### config.mk
export PLATFORM = sky130hd
export DESIGN_NAME = spi_arbiter_flat
export DESIGN_NICKNAME = d
export VERILOG_FILES = /design/src/rtl/spi_arbiter_if.sv /design/src/rtl/spi_arbiter.sv /design/src/flat_wrapper.sv
export SDC_FILE = /design/constraint.sdc
export NUM_CORES = 1
export LEC_CHECK = 0
export ABC_AREA = 1
export BUFFER_PORTS_ARGS = -buffer_cell sky130_fd_sc_hd__clkbuf_2
export CORE_ASPECT_RATIO = 0.6
export CORE_MARGIN = 3
export CORE_UTILIZATION = 30
export CTS_CLUSTER_DIAMETER = 100
export DETAILED_ROUTE_END_ITERATION = 7
export HOLD_SLACK_MARGIN = 0.15
export SLEW_MARGIN = 20
export SYNTH_ARGS = -nofsm -noshare
export SYNTH_HDL_FRONTEND = slang
export SYNTH_SLANG_ARGS = --single-unit
### constraint.sdc
create_clock -name clk -period 6.6 [get_ports clk]
set_input_delay 1.32 -clock clk [delete_from_list [all_inputs] [get_ports clk]]
set_output_delay 1.32 -clock clk [all_outputs]
set_load 0.02 [all_outputs]
### src/rtl/spi_arbiter_if.sv
// ============================================================================
//  Module   : spi_arbiter_if
//  Brief    : Requester and SPI-master bus bundle for spi_arbiter.
//  Revision : 1.0
// ============================================================================
`default_nettype none

interface spi_arbiter_if #(
    parameter int NCS = 8
);
    logic            req0_valid;
    logic            req0_ready;
    logic [2:0]      req0_cs;
    logic            req0_three;
    logic [23:0]     req0_data;
    logic            rsp0_valid;
    logic [7:0]      rsp0_data;
    logic            rsp0_err;

    logic            req1_valid;
    logic            req1_ready;
    logic [2:0]      req1_cs;
    logic            req1_three;
    logic [23:0]     req1_data;
    logic            rsp1_valid;
    logic [7:0]      rsp1_data;
    logic            rsp1_err;

    logic [7:0]      spitx;
    logic            spitxdv;
    logic            spitxready;
    logic [7:0]      spirx;
    logic            spirxdv;
    logic [NCS-1:0]  spics;
    logic [2:0]      spimisossel;
    logic            busy;
    logic            owner;

    modport slave (
        input  req0_valid, req0_cs, req0_three, req0_data,
        input  req1_valid, req1_cs, req1_three, req1_data,
        input  spitxready, spirx, spirxdv,
        output req0_ready, rsp0_valid, rsp0_data, rsp0_err,
        output req1_ready, rsp1_valid, rsp1_data, rsp1_err,
        output spitx, spitxdv, spics, spimisossel, busy, owner
    );

    modport master (
        output req0_valid, req0_cs, req0_three, req0_data,
        output req1_valid, req1_cs, req1_three, req1_data,
        output spitxready, spirx, spirxdv,
        input  req0_ready, rsp0_valid, rsp0_data, rsp0_err,
        input  req1_ready, rsp1_valid, rsp1_data, rsp1_err,
        input  spitx, spitxdv, spics, spimisossel, busy, owner
    );
endinterface

`default_nettype wire

### src/rtl/spi_arbiter.sv
// ============================================================================
//  Module   : spi_arbiter
//  Brief    : Two-requester round-robin arbiter driving a byte-wide SPI master.
//  Revision : 1.0
// ============================================================================
`default_nettype none

module spi_arbiter #(
    parameter int NCS     = 8,
    parameter int TIMEOUT = 1023
) (
    input  logic         clk,
    input  logic         rst,
    spi_arbiter_if.slave bus
);
    localparam int             c_tmo_w   = (TIMEOUT < 2) ? 1 : $clog2(TIMEOUT + 1);
    localparam logic [c_tmo_w-1:0] c_tmo_max = c_tmo_w'(TIMEOUT);
    localparam logic [NCS-1:0] c_cs_idle = {NCS{1'b1}};
    localparam logic [NCS-1:0] c_cs_one  = {{(NCS-1){1'b0}}, 1'b1};

    typedef enum logic [2:0] {
        S_IDLE     = 3'd0,
        S_LOAD     = 3'd1,
        S_WAIT_RDY = 3'd2,
        S_SEND     = 3'd3,
        S_WAIT_RX  = 3'd4,
        S_DONE     = 3'd5
    } state_t;

    state_t               r_state;
    logic [2:0]           r_cs;
    logic                 r_three;
    logic [23:0]          r_data;
    logic [1:0]           r_cnt;
    logic [c_tmo_w-1:0]   r_tmo;
    logic [NCS-1:0]       r_spics;
    logic [2:0]           r_sel;
    logic [7:0]           r_tx;
    logic                 r_txdv;
    logic [1:0]           r_rsp_valid;
    logic [7:0]           r_rsp_data;
    logic                 r_rsp_err;
    logic                 r_busy;
    logic                 r_owner;
    logic                 r_prio;

    logic                 w_win;
    logic                 w_take;
    logic [2:0]           w_cs;
    logic                 w_three;
    logic [23:0]          w_data;
    logic                 w_cs_ok;
    logic [1:0]           w_last;
    logic [7:0]           w_next_byte;

    // Tie goes to r_prio, which always points at the requester not served last.
    always_comb begin
        w_win = r_prio;
        if (bus.req0_valid && !bus.req1_valid) begin
            w_win = 1'b0;
        end else if (!bus.req0_valid && bus.req1_valid) begin
            w_win = 1'b1;
        end
    end

    assign w_take      = (r_state == S_IDLE) && (bus.req0_valid || bus.req1_valid) && !rst;
    assign w_cs        = w_win ? bus.req1_cs    : bus.req0_cs;
    assign w_three     = w_win ? bus.req1_three : bus.req0_three;
    assign w_data      = w_win ? bus.req1_data  : bus.req0_data;
    assign w_cs_ok     = ({29'd0, w_cs} < 32'(NCS));
    assign w_last      = r_three ? 2'd2 : 2'd1;
    assign w_next_byte = (r_cnt == 2'd0) ? r_data[15:8] : r_data[23:16];

    always_ff @(posedge clk or posedge rst) begin
        if (rst) begin
            r_state     <= S_IDLE;
            r_cs        <= 3'd0;
            r_three     <= 1'b0;
            r_data      <= 24'd0;
            r_cnt       <= 2'd0;
            r_tmo       <= '0;
            r_spics     <= c_cs_idle;
            r_sel       <= 3'd0;
            r_tx        <= 8'd0;
            r_txdv      <= 1'b0;
            r_rsp_valid <= 2'b00;
            r_rsp_data  <= 8'd0;
            r_rsp_err   <= 1'b0;
            r_busy      <= 1'b0;
            r_owner     <= 1'b0;
            r_prio      <= 1'b0;
        end else begin
            r_rsp_valid <= 2'b00;
            r_txdv      <= 1'b0;
            case (r_state)
                S_IDLE: begin
                    if (w_take) begin
                        r_owner <= w_win;
                        r_prio  <= ~w_win;
                        r_cs    <= w_cs;
                        r_three <= w_three;
                        r_data  <= w_data;
                        r_busy  <= 1'b1;
                        if (w_cs_ok) begin
                            r_state <= S_LOAD;
                        end else begin
                            // Out-of-range target: answer with an error without touching the bus.
                            r_state            <= S_DONE;
                            r_rsp_valid[w_win] <= 1'b1;
                            r_rsp_err          <= 1'b1;
                            r_rsp_data         <= 8'd0;
                        end
                    end
                end
                S_LOAD: begin
                    r_spics <= ~(c_cs_one << r_cs);
                    r_sel   <= r_cs;
                    r_tx    <= r_data[7:0];
                    r_cnt   <= 2'd0;
                    r_tmo   <= '0;
                    r_state <= S_WAIT_RDY;
                end
                S_WAIT_RDY: begin
                    if (bus.spitxready) begin
                        r_txdv  <= 1'b1;
                        r_state <= S_SEND;
                    end else if (r_tmo == c_tmo_max) begin
                        r_spics              <= c_cs_idle;
                        r_rsp_valid[r_owner] <= 1'b1;
                        r_rsp_err            <= 1'b1;
                        r_rsp_data           <= 8'd0;
                        r_state              <= S_DONE;
                    end else begin
                        r_tmo <= r_tmo + 1'b1;
                    end
                end
                S_SEND: begin
                    r_tmo <= '0;
                    if (r_cnt != w_last) begin
                        r_tx    <= w_next_byte;
                        r_cnt   <= r_cnt + 2'd1;
                        r_state <= S_WAIT_RDY;
                    end else begin
                        r_state <= S_WAIT_RX;
                    end
                end
                S_WAIT_RX: begin
                    if (bus.spirxdv) begin
                        r_spics              <= c_cs_idle;
                        r_rsp_valid[r_owner] <= 1'b1;
                        r_rsp_err            <= 1'b0;
                        r_rsp_data           <= bus.spirx;
                        r_state              <= S_DONE;
                    end else if (r_tmo == c_tmo_max) begin
                        r_spics              <= c_cs_idle;
                        r_rsp_valid[r_owner] <= 1'b1;
                        r_rsp_err            <= 1'b1;
                        r_rsp_data           <= 8'd0;
                        r_state              <= S_DONE;
                    end else begin
                        r_tmo <= r_tmo + 1'b1;
                    end
                end
                S_DONE: begin
                    r_busy  <= 1'b0;
                    r_state <= S_IDLE;
                end
                default: begin
                    r_spics <= c_cs_idle;
                    r_busy  <= 1'b0;
                    r_state <= S_IDLE;
                end
            endcase
        end
    end

    assign bus.req0_ready  = w_take && !w_win;
    assign bus.req1_ready  = w_take && w_win;
    assign bus.rsp0_valid  = r_rsp_valid[0];
    assign bus.rsp1_valid  = r_rsp_valid[1];
    assign bus.rsp0_data   = r_rsp_data;
    assign bus.rsp1_data   = r_rsp_data;
    assign bus.rsp0_err    = r_rsp_err;
    assign bus.rsp1_err    = r_rsp_err;
    assign bus.spitx       = r_tx;
    assign bus.spitxdv     = r_txdv;
    assign bus.spics       = r_spics;
    assign bus.spimisossel = r_sel;
    assign bus.busy        = r_busy;
    assign bus.owner       = r_owner;

endmodule

`default_nettype wire
### src/flat_wrapper.sv
// flat-port wrapper written by rule: the top's interface ports become plain ports
module spi_arbiter_flat 
#(
    parameter int NCS     = 8,
    parameter int TIMEOUT = 1023
)
  (clk, rst, bus_req0_valid, bus_req0_cs, bus_req0_three, bus_req0_data, bus_req1_valid, bus_req1_cs, bus_req1_three, bus_req1_data, bus_spitxready, bus_spirx, bus_spirxdv, bus_req0_ready, bus_rsp0_valid, bus_rsp0_data, bus_rsp0_err, bus_req1_ready, bus_rsp1_valid, bus_rsp1_data, bus_rsp1_err, bus_spitx, bus_spitxdv, bus_spics, bus_spimisossel, bus_busy, bus_owner);
  spi_arbiter_if #(.NCS(NCS)) bus_i ();
  input  logic clk;
  input  logic rst;
  input wire logic [$bits(bus_i.req0_valid)-1:0] bus_req0_valid;
  input wire logic [$bits(bus_i.req0_cs)-1:0] bus_req0_cs;
  input wire logic [$bits(bus_i.req0_three)-1:0] bus_req0_three;
  input wire logic [$bits(bus_i.req0_data)-1:0] bus_req0_data;
  input wire logic [$bits(bus_i.req1_valid)-1:0] bus_req1_valid;
  input wire logic [$bits(bus_i.req1_cs)-1:0] bus_req1_cs;
  input wire logic [$bits(bus_i.req1_three)-1:0] bus_req1_three;
  input wire logic [$bits(bus_i.req1_data)-1:0] bus_req1_data;
  input wire logic [$bits(bus_i.spitxready)-1:0] bus_spitxready;
  input wire logic [$bits(bus_i.spirx)-1:0] bus_spirx;
  input wire logic [$bits(bus_i.spirxdv)-1:0] bus_spirxdv;
  output wire logic [$bits(bus_i.req0_ready)-1:0] bus_req0_ready;
  output wire logic [$bits(bus_i.rsp0_valid)-1:0] bus_rsp0_valid;
  output wire logic [$bits(bus_i.rsp0_data)-1:0] bus_rsp0_data;
  output wire logic [$bits(bus_i.rsp0_err)-1:0] bus_rsp0_err;
  output wire logic [$bits(bus_i.req1_ready)-1:0] bus_req1_ready;
  output wire logic [$bits(bus_i.rsp1_valid)-1:0] bus_rsp1_valid;
  output wire logic [$bits(bus_i.rsp1_data)-1:0] bus_rsp1_data;
  output wire logic [$bits(bus_i.rsp1_err)-1:0] bus_rsp1_err;
  output wire logic [$bits(bus_i.spitx)-1:0] bus_spitx;
  output wire logic [$bits(bus_i.spitxdv)-1:0] bus_spitxdv;
  output wire logic [$bits(bus_i.spics)-1:0] bus_spics;
  output wire logic [$bits(bus_i.spimisossel)-1:0] bus_spimisossel;
  output wire logic [$bits(bus_i.busy)-1:0] bus_busy;
  output wire logic [$bits(bus_i.owner)-1:0] bus_owner;
  assign bus_i.req0_valid = bus_req0_valid;
  assign bus_i.req0_cs = bus_req0_cs;
  assign bus_i.req0_three = bus_req0_three;
  assign bus_i.req0_data = bus_req0_data;
  assign bus_i.req1_valid = bus_req1_valid;
  assign bus_i.req1_cs = bus_req1_cs;
  assign bus_i.req1_three = bus_req1_three;
  assign bus_i.req1_data = bus_req1_data;
  assign bus_i.spitxready = bus_spitxready;
  assign bus_i.spirx = bus_spirx;
  assign bus_i.spirxdv = bus_spirxdv;
  assign bus_req0_ready = bus_i.req0_ready;
  assign bus_rsp0_valid = bus_i.rsp0_valid;
  assign bus_rsp0_data = bus_i.rsp0_data;
  assign bus_rsp0_err = bus_i.rsp0_err;
  assign bus_req1_ready = bus_i.req1_ready;
  assign bus_rsp1_valid = bus_i.rsp1_valid;
  assign bus_rsp1_data = bus_i.rsp1_data;
  assign bus_rsp1_err = bus_i.rsp1_err;
  assign bus_spitx = bus_i.spitx;
  assign bus_spitxdv = bus_i.spitxdv;
  assign bus_spics = bus_i.spics;
  assign bus_spimisossel = bus_i.spimisossel;
  assign bus_busy = bus_i.busy;
  assign bus_owner = bus_i.owner;
  spi_arbiter #(.NCS(NCS), .TIMEOUT(TIMEOUT)) u_core (.clk(clk), .rst(rst), .bus(bus_i));
endmodule
==> results of run 1 <==
final cells by class:
cell class              count  area (um2)  area share, %
clock buffers               9         225           4.60
clock inverters             7        82.6           1.69
multi-input cells         357        1720           35.2
flip-flops and latches     77        1940           39.6
repair buffers            114         573           11.7
well taps                 165         206           4.22
inverters                  39         148           3.02
state kept, by name, summed over array words and instances (netlist names):
signal	flops
u_core.bus.busy	1
u_core.r_cs	3
u_core.bus.spitx	8
u_core.r_three	1
u_core.bus.owner	1
u_core.r_prio	1
u_core.bus.spics	8
u_core.r_state	3
u_core.r_data	24
u_core.bus.rsp0_err	1
u_core.bus.spimisossel	3
u_core.r_rsp_valid	2
u_core.r_cnt	2
u_core.r_tmo	10
u_core.bus.spitxdv	1
u_core.bus.rsp0_data	8
placed cells by master, fill, tap and decap left out, drive strengths merged:
cell type | netlist | layout
a21oi | 18 | 18
and2 | 1 | 1
buf | 24 | 1
bufinv | 0 | 1
clkbuf | 3 | 122
clkinv | 1 | 3
clkinvlp | 0 | 2
dfrtp | 69 | 69
dfstp | 8 | 8
ha | 2 | 2
inv | 38 | 40
nand2 | 185 | 185
nand3 | 50 | 50
nand3b | 3 | 3
nand4 | 4 | 4
nor2 | 36 | 36
nor3 | 1 | 1
o211ai | 19 | 19
o21a | 8 | 8
o21ai | 24 | 24
o21bai | 2 | 2
or2 | 1 | 1
xnor2 | 1 | 1
xor2 | 2 | 2
worst min-delay path by stage:
stage                       to  slack [ps]  cells after the start
2_1_floorplan  u_core.r_cnt[0]         440                      1
4_1_cts        u_core.r_cnt[0]         470                      1
3_3_place_gp   u_core.r_cnt[0]         460                      1
6_report       u_core.r_cnt[0]         470                      1
5_1_grt        u_core.r_cnt[0]         500                      1
3_5_place_dp   u_core.r_cnt[0]         460                      1
through the flow:
step / hold slack [ps] / std cells / instance area [um2] / utilization, % / power, mW
2_1_floorplan: 444 / 500 / 3980 / - / 1.71
3_3_place_gp: 456 / 752 / 4580 / 36.7 / 1.96
3_5_place_dp: 463 / 752 / 4580 / 36.7 / 1.98
4_1_cts: 471 / 768 / 4890 / 39.2 / 2.50
5_1_grt: 498 / 768 / 4890 / 39.2 / 2.70
6_report: 469 / 768 / 4890 / 39.2 / 2.48
metal layers:
| metal | vias to the layer above | global-route usage, % | share of wire, % |
|---|---|---|---|
| li1 | 1810 | - | - |
| met3 | 10 | 4.72 | 7.9 |
| met4 | 0 | 3.89 | 1.1 |
| met5 | - | 0 | 0 |
| met2 | 138 | 20.4 | 39 |
| met1 | 1687 | 23.5 | 52 |
power groups by stage:
stage,logic (mW),registers (mW),clock network (mW)
global placement,1.12,0.838,0
global route,1.28,0.866,0.547
finish,1.13,0.836,0.513
CTS,1.14,0.837,0.526
detailed placement,1.14,0.842,0
floorplan,0.796,0.910,0
cell families after synthesis:
group	Yosys count	synth area share, %
AND/OR/NAND/NOR	281	31.2
flip-flops	77	48.7
adder cells (fa/ha/maj)	2	0.629
AO/OA/AOI/OAI	71	10.8
buffers and inverters	66	8.14
XOR/XNOR	3	0.660
==> results.toml, run 1 <==
[route]
drt_iter0_drc = 237
drc = 0
wl_per_cell_um = 14.1
dr.pass1.iters = 5
vias = 3645
via_per_inst = 4.75
drtAntennaViolNets = 0
routed_wl_um = 10800

[power_and_ir_drop]
internal-power_mw = 1.37
p_clk_share_pct = 20.7
p_seq_share_pct = 33.7
irDropWorstVdd_uv = 164
netSwitchingPower_mw = 1.11
comb_power_share_pct = 45.6
p_sw_share_pct = 44.8
power_density_nw_per_um2 = 507
p_leak_nw = 2.43

[critical_path]
worst_setup_path_end_kind = "output pin"
rrSetupSlack_ps = 4290
r2r-start = "u_core.r_state[0]"
path_cells = "clkbuf_2, clkinv_2, o21ai_0, nor2_4, inv_2, nor2_4, clkbuf_2"
endpoint = "bus_req1_ready"
slowest_stage = "nor2_4"
critPathTopFamily = "buffers and inverters"
arrival_ps = 3440
r2r-end = "u_core.r_cs[2]"
crit_type = "in -> out"
cp_data_required_time_ps = 5280
cp_max_fo = 30
r2r_cells = 7
crit_path_start = "rst"
critPathBufInv = 4
setup.worst_path.start_class = "input pin"
cp.depth = 7
max_stage_delay_ps = 570

[clocking]
cts_hold_buffers = 0
htreeDepth = 3
path_clk_slew_ps = 70
cts_tree = "yes"
clk_latency_ps = 340
cts_resized = 0
clock_path_buffers = 2
cts_setup_buffers = 0
clock_sink_count = 77
cts-root-buf = "clkbuf_16"
cts_buffers = 9

[logic_synthesis]
syn_inst = 500
synth_fp_nets = 572
avgSynthCellArea_um2 = 7.96
async_flop_share_pct = 100
synth_warnings = 0
ys_seq_area_share_pct = 48.7
synthDistinctLibCells = 33
synth-edff-count = 0
synth_largest_area_cell = "dfrtp_1"
ys.flop_type = "dfrtp_1"
yosys-top-cells-count = "nand2_1, dfrtp_1, nand3_1"
synthTopCellsByArea = "dfrtp_1, nand2_1, nand3_1"
synth_area_um2 = 3980
synth_top_area_share_pct = 43.4
yosysMostFrequentCell = "nand2_1"
ys_ff_latch = 77

[grt]
grt_pass1_vias = 3437
gr-total-overflow = 0
grt_pass1_wl_um = 17500
antenna_found_initial = 0
grt_max_degree = 53
grt_util_all_layers_pct = 15.3

[sta]
drv_slew = 0
skew_ps = 6.75
slew_headroom_pct = 46.3
layout_setup_ws_ps = 1840
finalHoldViolCount = 0
finalSetupViolCount = 0
fmax_ghz = 0.210
period_share_pct = 72.1
worstMarginPinSlew_ps = 803
rsz0062_at_grt = "false"
tns_ps = 0
min_period_ps = 4760

[floorplanning]
die_area_um2 = 14700
ios = 114
fp.dieH_um = 95.2
rows = 31
core_um2 = 12500
initial_core_util_pct = 31.9
die_w_um = 155

[final_layout]
drive_gt1_share_pct = 27.0
area_growth_pct = 22.9
antenna_cells = 0
fin_nets = 670
fillers = 1313

[placement]
pre_cts_ws_ps = 1640
io_buffers = 113
gp_congestion = 0.872
dp_hpwl_um = 8190

[hold_path]
hp-start = "u_core.r_cnt[0]"
min-delay-path-class = "reg -> reg"

[status]
status = "complete, no violations"

[run]
cap_violations = 0
Note: power is estimated with default switching activity, not from simulation.
==> inputs of run 2 (changes only) <==
==> constraint.sdc (replaced) <==
create_clock -name clk -period 4.88 [get_ports clk]
set_input_delay 0.976 -clock clk [delete_from_list [all_inputs] [get_ports clk]]
set_output_delay 0.976 -clock clk [all_outputs]
set_load 0.02 [all_outputs]
==> run 2 against run 1 <==
  * Power rose by 36%
  * Final cell count is 0.26% higher
  * Flip-flop and latch count unchanged
  * Clock skew decreased by 1.5 ps
  * Sequential share of layout area fell by 0.081 points
  * First-iteration DRC count up 0.42%
  * Sequential power up 36%
  * Critical path depth is the same
  * Clock power is 33% higher
  * Die area did not move
  * Global-route usage up 0.22 points
  * Largest cell class unchanged
  * Setup slack got worse by 560 ps
==> results.toml, run 2 (synthesis results as in run 1) <==
[status]
status = "complete, no violations"

[clocking]
cts_resized = 0
clock_sink_count = 77
cts_buffers = 9
clk_latency_ps = 330
clock_path_buffers = 2
cts_tree = "yes"
path_clk_slew_ps = 60
htreeDepth = 3
cts_hold_buffers = 0
cts_setup_buffers = 0
cts-root-buf = "clkbuf_16"

[critical_path]
arrival_ps = 2630
max_stage_delay_ps = 400
r2r-start = "u_core.r_state[0]"
crit_type = "in -> out"
cp_max_fo = 24
r2r_cells = 6
r2r-end = "u_core.bus.spitx[3]"
setup.worst_path.start_class = "input pin"
cp_data_required_time_ps = 3900
rrSetupSlack_ps = 2610
critPathBufInv = 4
worst_setup_path_end_kind = "output pin"
slowest_stage = "nor2_4"
critPathTopFamily = "buffers and inverters"
path_cells = "clkbuf_2, clkinv_2, o21ai_0, nor2_4, inv_2, nor2_4, clkbuf_2"

[sta]
finalHoldViolCount = 0
tns_ps = 0
skew_ps = 5.25
worstMarginPinSlew_ps = 755
fmax_ghz = 0.277
min_period_ps = 3610
finalSetupViolCount = 0
period_share_pct = 73.9
drv_slew = 0
rsz0062_at_grt = "false"
slew_headroom_pct = 49.5
holdWs_ps = 467

[hold_path]
min-delay-path-class = "reg -> reg"
hold_path_depth = 1
hp-start = "u_core.r_cnt[0]"
min_to = "u_core.r_cnt[0]"

[floorplanning]
die_area_um2 = 14700
rows = 31
fp.dieH_um = 95.2
core_um2 = 12500
ios = 114
die_w_um = 155
initial_core_util_pct = 31.9

[grt]
grt_pass1_wl_um = 18000
antenna_found_initial = 0
grt_util_all_layers_pct = 15.5
grt_pass1_vias = 3556
grt_max_degree = 56
gr-total-overflow = 0

[route]
routed_wl_um = 11100
dr.pass1.iters = 5
vias = 3648
drtAntennaViolNets = 0
via_per_inst = 4.74
wl_per_cell_um = 14.4
drt_iter0_drc = 238
drc = 0

[power_and_ir_drop]
power_density_nw_per_um2 = 686
irDropWorstVdd_uv = 236
p_leak_nw = 2.45

[final_layout]
area_growth_pct = 23.2
drive_gt1_share_pct = 26.8
antenna_cells = 0
final_cell_mix = "nand2_1, clkbuf_2, dfrtp_1"
regMostFlops = "u_core.r_data"
top_regs = "u_core.r_data x24, u_core.r_tmo x10"
largest_reg_flops = 24
fin_cells = 770
post-route-util_pct = 39.3
layout.cells.most_common = "nand2_1"
fin_nets = 672

[run]
cap_violations = 0

[placement]
dp_hpwl_um = 8390
gp_congestion = 0.882
io_buffers = 113
dp_cells = 754
## run 2: area by class of cell
type                    count  area, um2
clock buffers              13        260
clock inverters             3       43.8
fillers                  1308       7590
inverters                  39        148
multi-input cells         357       1720
flip-flops and latches     77       1940
well taps                 165        206
repair buffers            116        588
## run 2: through the flow
stage | setup WS, ps | total power [mW] | cell area (um2)
after detailed placement | 1250 | 2.69 | 4600
after global routing | 1110 | 3.64 | 4900
after floorplan | 221 | 2.31 | 3980
final | 1270 | 3.36 | 4900
after global placement | 1320 | 2.65 | 4600
after CTS | 1240 | 3.39 | 4900
## run 2: worst max-delay path by stage
| stage | slack (ps) | cells past startpoint | end | startpoint |
|---|---|---|---|---|
| CTS | 1240 | 7 | bus_req1_ready | rst |
| detailed placement | 1250 | 7 | bus_req1_ready | rst |
| finish | 1270 | 7 | bus_req1_ready | rst |
| floorplan | 220 | 6 | bus_req1_ready | rst |
| global placement | 1320 | 7 | bus_req1_ready | rst |
| global route | 1110 | 7 | bus_req1_ready | rst |
## run 2: power breakdown
part	internal (mW)	leakage (nW)	total [mW]	switching, mW
logic	0.511	1.36	1.55	1.04
registers	0.940	0.940	1.14	0.198
clock network	0.424	0.150	0.680	0.255
total	1.88	2.45	3.36	1.49
## run 2: metal layers
layer | vias up | track usage, % | share of wire (%)
met3 | 13 | 4.26 | 7.1
met2 | 141 | 20.8 | 39
met4 | 0 | 4.63 | 1.2
li1 | 1808 | - | -
met1 | 1686 | 23.8 | 52
met5 | - | 0 | 0
